$ cat src/rtl/sweep_sequencer.sv
// Segment-table sweep sequencer: steps through up to DEPTH programmed segments,
// applying each segment's sweep settings for dwell_ms milliseconds.
module sweep_sequencer #(
    parameter int unsigned CYCLES_PER_MS = 100000,
    parameter int unsigned DEPTH         = 8
) (
    input  logic        clk,
    input  logic        rst,
    input  logic        wr_en,
    input  logic [2:0]  wr_addr,
    input  logic [67:0] wr_data,
    input  logic        start,
    input  logic        stop,
    input  logic        loop_en,
    input  logic [2:0]  last_idx,
    output logic [19:0] base_freq,
    output logic [1:0]  sweep_mode,
    output logic [16:0] sweep_range,
    output logic [12:0] sweep_speed,
    output logic [2:0]  seg_idx,
    output logic        seg_strobe,
    output logic        busy,
    output logic        done
);

    localparam int unsigned PW = (CYCLES_PER_MS > 1) ? $clog2(CYCLES_PER_MS) : 1;
    localparam logic [PW-1:0] PRESC_LAST = PW'(CYCLES_PER_MS - 1);
    localparam logic [19:0] FREQ_MIN = 20'd1000;
    localparam logic [19:0] FREQ_MAX = 20'd999000;

    typedef enum logic [1:0] {StIdle, StLoad, StDwell} state_e;

    state_e        state_q, state_d;
    logic [67:0]   table_q [DEPTH];
    logic [19:0]   base_freq_q, base_freq_d;
    logic [1:0]    sweep_mode_q, sweep_mode_d;
    logic [16:0]   sweep_range_q, sweep_range_d;
    logic [12:0]   sweep_speed_q, sweep_speed_d;
    logic [2:0]    seg_idx_q, seg_idx_d;
    logic          seg_strobe_q, seg_strobe_d;
    logic          busy_q, busy_d;
    logic          done_q, done_d;
    logic [PW-1:0] presc_q, presc_d;
    logic [15:0]   ms_q, ms_d;
    logic [15:0]   dwell_q, dwell_d;

    logic [67:0] entry;
    logic [19:0] entry_freq;
    logic        dwell_end;

    // Registered table read: a write landing on the same edge as LOAD is not seen.
    assign entry      = table_q[seg_idx_q];
    assign entry_freq = entry[51:32];
    assign dwell_end  = (presc_q == PRESC_LAST) && (ms_q == dwell_q - 16'd1);

    always_comb begin
        state_d       = state_q;
        base_freq_d   = base_freq_q;
        sweep_mode_d  = sweep_mode_q;
        sweep_range_d = sweep_range_q;
        sweep_speed_d = sweep_speed_q;
        seg_idx_d     = seg_idx_q;
        seg_strobe_d  = 1'b0;
        done_d        = 1'b0;
        presc_d       = presc_q;
        ms_d          = ms_q;
        dwell_d       = dwell_q;

        if (stop) begin
            state_d      = StIdle;
            sweep_mode_d = 2'b00;
        end else begin
            unique case (state_q)
                StIdle: begin
                    if (start) begin
                        seg_idx_d = 3'd0;
                        state_d   = StLoad;
                    end
                end
                StLoad: begin
                    if (entry_freq < FREQ_MIN) begin
                        base_freq_d = FREQ_MIN;
                    end else if (entry_freq > FREQ_MAX) begin
                        base_freq_d = FREQ_MAX;
                    end else begin
                        base_freq_d = entry_freq;
                    end
                    sweep_mode_d  = (entry[31:30] == 2'b11) ? 2'b00 : entry[31:30];
                    sweep_range_d = entry[29:13];
                    sweep_speed_d = entry[12:0];
                    dwell_d       = (entry[67:52] == 16'd0) ? 16'd1 : entry[67:52];
                    presc_d       = '0;
                    ms_d          = 16'd0;
                    seg_strobe_d  = 1'b1;
                    state_d       = StDwell;
                end
                StDwell: begin
                    if (presc_q == PRESC_LAST) begin
                        presc_d = '0;
                        ms_d    = ms_q + 16'd1;
                    end else begin
                        presc_d = presc_q + PW'(1);
                    end
                    if (dwell_end) begin
                        if (seg_idx_q != last_idx) begin
                            seg_idx_d = seg_idx_q + 3'd1;
                            state_d   = StLoad;
                        end else if (loop_en) begin
                            seg_idx_d = 3'd0;
                            state_d   = StLoad;
                        end else begin
                            done_d       = 1'b1;
                            sweep_mode_d = 2'b00;
                            state_d      = StIdle;
                        end
                    end
                end
                default: state_d = StIdle;
            endcase
        end

        busy_d = (state_d != StIdle);
    end

    always_ff @(posedge clk or posedge rst) begin
        if (rst) begin
            state_q       <= StIdle;
            base_freq_q   <= 20'd100000;
            sweep_mode_q  <= 2'b00;
            sweep_range_q <= '0;
            sweep_speed_q <= '0;
            seg_idx_q     <= 3'd0;
            seg_strobe_q  <= 1'b0;
            busy_q        <= 1'b0;
            done_q        <= 1'b0;
            presc_q       <= '0;
            ms_q          <= 16'd0;
            dwell_q       <= 16'd0;
            for (int i = 0; i < DEPTH; i++) begin
                table_q[i] <= '0;
            end
        end else begin
            state_q       <= state_d;
            base_freq_q   <= base_freq_d;
            sweep_mode_q  <= sweep_mode_d;
            sweep_range_q <= sweep_range_d;
            sweep_speed_q <= sweep_speed_d;
            seg_idx_q     <= seg_idx_d;
            seg_strobe_q  <= seg_strobe_d;
            busy_q        <= busy_d;
            done_q        <= done_d;
            presc_q       <= presc_d;
            ms_q          <= ms_d;
            dwell_q       <= dwell_d;
            if (wr_en && ({29'd0, wr_addr} < DEPTH)) begin
                table_q[wr_addr] <= wr_data;
            end
        end
    end

    assign base_freq   = base_freq_q;
    assign sweep_mode  = sweep_mode_q;
    assign sweep_range = sweep_range_q;
    assign sweep_speed = sweep_speed_q;
    assign seg_idx     = seg_idx_q;
    assign seg_strobe  = seg_strobe_q;
    assign busy        = busy_q;
    assign done        = done_q;

endmodule

$ cat config.mk
export PLATFORM = sky130hd
export DESIGN_NAME = sweep_sequencer
export DESIGN_NICKNAME = d
export VERILOG_FILES = /design/src/rtl/sweep_sequencer.sv
export SDC_FILE = /design/constraint.sdc
export NUM_CORES = 1
export LEC_CHECK = 0
export CAP_MARGIN = 10
export CORE_ASPECT_RATIO = 0.5
export CORE_MARGIN = 2
export CORE_UTILIZATION = 45
export CTS_CLUSTER_DIAMETER = 40
export CTS_CLUSTER_SIZE = 14
export DETAILED_ROUTE_END_ITERATION = 7
export SYNTH_ARGS = -nofsm -noshare
export SYNTH_HDL_FRONTEND = slang
export SYNTH_SLANG_ARGS = --single-unit
$ cat constraint.sdc
create_clock -name clk -period 35.4 [get_ports clk]
set_input_delay 7.08 -clock clk [delete_from_list [all_inputs] [get_ports clk]]
set_output_delay 7.08 -clock clk [all_outputs]
set_load 0.02 [all_outputs]
==> impl_metrics.tcl <==
set metrics [dict create \
    ys_seq_elements 653 \
    hp-class "flip-flop to flip-flop" \
    ctsResizeCount 0 \
    finalHoldViolCount 0 \
    htreeDepth 2 \
    antenna_left 0 \
    power.density_mw_per_mm2 63.4 \
    cp-end-kind "async pin" \
    hold_start "sweep_speed[10]$_DFFE_PP0P_" \
    n_fill_cell 5518 \
    die_x_um 367 \
    track_usage_pct 20.2 \
    syn_area_per_cell_um2 14.8 \
    synth_warnings 0 \
    outcome "finished clean" \
    grt_pass1_vias 17861 \
    cts_setup_buffers 0 \
    vdd_drop_max_mv 0.0496 \
    vias 17017 \
    gp_congestion 0.814 \
    rows 66 \
    drv_slew 0 \
    final.setup_skew_ps 28.2 \
    async_flop_share_pct 100 \
    areaGrowthSynthToFinish_pct 14.5 \
    clk_latency_ps 640 \
    grt_start_max_net_pins 109 \
    min_to "sweep_speed[10]$_DFFE_PP0P_" \
    final-setup-viol-count 0 \
    cts_buffer_depth 3 \
    cap_violations 0 \
    crit_fanout 108 \
    via_per_inst 5.59 \
    pin_count 138 \
    wl_per_cell_um 22.0 \
    r2r-start "seg_idx[0]$_DFFE_PP0P_" \
    portBuffers 137 \
    hold_depth 2 \
    period_share_pct 28.3 \
    finalHoldWorstSlack_ps 477 \
    grt_pass1_wl_mm 107 \
    reg2reg_slack_ps 30990 \
    max_slew_margin_pct 30.8 \
    ys_seq_area_share_pct 55.2 \
    die_area_mm2 0.0680 \
    routed_wl_mm 66.8 \
    netlist_area_mm2 0.0296 \
    drive_above_1_share_pct 39.4 \
    cts_tree "built" \
    crit_arrival_ps 10650 \
    root_buffer "clkbuf_16" \
    tns_ps 0 \
    cp-start-kind "input port" \
    die_h_um 185 \
    clkSinkCount 653 \
    grt-ovfl-total 0 \
    drt-initial-drc-count 842 \
    max_slew.worst_pin.slew_ps 1040 \
    yosys_most_used_dff "dfrtp_1" \
    dpl.hpwl_mm 38.2 \
    rr_worst_depth 10 \
    dpl-instance-area_mm2 0.0319 \
    holdBufCountCts 0 \
    drt-pass1-iter-count 4 \
    min_period_ps 10020 \
    p_leak_nw 14.1 \
    syn_nets 2095 \
    route.detailed.drc 0 \
    fmax_mhz 99.8 \
    required_ps 36030 \
    core-area_mm2 0.0651 \
    antenna_found_initial 2 \
    yosysUniqueCellTypes 75 \
    path_class "input port to async pin" \
    fin_area_mm2 0.0339 \
    synth_edf_count 0 \
    numCtsBuffers 60 \
    initial_utilization_pct 45.5 \
    rsz0062_at_grt "false" \
    netlist_instances 2007 \
    rr_endpoint "base_freq[4]$_DFFE_PP0P_" \
    clk_pin_slew_ps 70 \
    finalNetCount 2205 \
]
## cell usage after synthesis (all sizes together), types with 16 or more instances
cell    instances  share of area [%]
mux2i          65                2.3
inv            16               0.20
mux2          551                 21
dfrtp         647                 55
mux4          136                 10
nand2         124                1.6
buf            64                1.1
nand3          19               0.34
o21ai          77                1.3
nor2           39               0.50
clkbuf         59               0.75
## flip-flops by register name, summed over array words and instances, names as in the netlist
| signal | count |
|---|---|
| base_freq | 20 |
| busy | 1 |
| done | 1 |
| dwell_q | 16 |
| ms_q | 16 |
| presc_q | 17 |
| seg_idx | 3 |
| seg_strobe | 1 |
| state_q | 2 |
| sweep_mode | 2 |
| sweep_range | 17 |
| sweep_speed | 13 |
| table_q | 544 |
## layout make-up
cell class / instances / area [um^2] / share of cell area [%]
inverter: 17 / 73.8 / 0.218
clock buffer: 80 / 1690 / 4.98
sequential: 653 / 16400 / 48.2
antenna: 2 / 5.00 / 0.0148
clock inverter: 22 / 325 / 0.959
tap: 884 / 1110 / 3.26
multi-input combinational: 1214 / 12700 / 37.4
timing repair buffer: 171 / 1660 / 4.89
## per-layer routing
| metal | track usage [%] | routed length [um] |
|---|---|---|
| met1 | 28.0 | 31100 |
| met2 | 33.8 | 32600 |
| met3 | 2.82 | 1920 |
| met4 | 4.89 | 1220 |
| met5 | 0 | 0 |
## layout by cell type, fill, tap and decap left out, drive strengths merged, types with 8 or more instances in the layout
master         Yosys  final
nand2            124    124
nor2              39     39
nand3             19     19
xnor2             15     15
mux2i             65     65
o21ai             77     77
clkdlybuf4s50      0    137
mux2             551    551
clkbuf            59     80
clkinv             1     11
a21oi             12     12
nand4             12     12
dfrtp            647    647
nor4              11     11
mux4             136    136
buf               64     34
xor2              15     15
inv               16     18
o31ai             15     15
nand4b             8      8
ha                 8      8
nor3              11     11
a31oi              9      9
## through the flow
stage | total power [mW] | util [%] | worst slack, ps | cells
2_1_floorplan | 1.33 | - | 10030 | 2007
3_3_place_gp | 1.48 | 49.0 | 24530 | 2938
3_5_place_dp | 1.49 | 49.0 | 24500 | 2939
4_1_cts | 2.17 | 52.1 | 25190 | 3041
5_1_grt | 2.27 | 52.1 | 24810 | 3043
6_report | 2.15 | 52.1 | 25380 | 3043
## how the worst max path moves through the flow
stage | slack, ps | cells past startpoint | start | to
finish | 25380 | 5 | rst | table_q[179]$_DFFE_PP0P_
global placement | 24530 | 5 | rst | table_q[182]$_DFFE_PP0P_
global route | 24810 | 5 | rst | table_q[112]$_DFFE_PP0P_
floorplan | 10030 | 1 | rst | base_freq[0]$_DFFE_PP0P_
detailed placement | 24500 | 5 | rst | table_q[182]$_DFFE_PP0P_
CTS | 25190 | 5 | rst | table_q[181]$_DFFE_PP0P_
## cell families (layout without fill, tap and decap cells)
logic type / Yosys count / in the layout / share of synthesized area (%)
mux: 752 / 752 / 33.6
simple gates: 274 / 274 / 4.64
compound gates: 150 / 150 / 3.33
other cells: 0 / 2 / 0
buf+inv: 140 / 290 / 2.02
xor+xnor: 30 / 30 / 0.887
fa+ha+maj: 8 / 8 / 0.338
flops: 653 / 653 / 55.2
## critical path, stage by stage
cell and delay (ps):
clkdlybuf4s50_1 490, inv_8 570, buf_4 680, buf_4 830
buf_4 850
## report_power, final
| part | leakage [nW] | internal [mW] | switching [mW] |
|---|---|---|---|
| combinational | 5.14 | 0.253 | 0.195 |
| clock | 0.980 | 0.385 | 0.292 |
| sequential | 7.94 | 0.923 | 0.103 |
| total | 14.1 | 1.56 | 0.589 |
No activity file was read; power rests on OpenSTA's default activity.
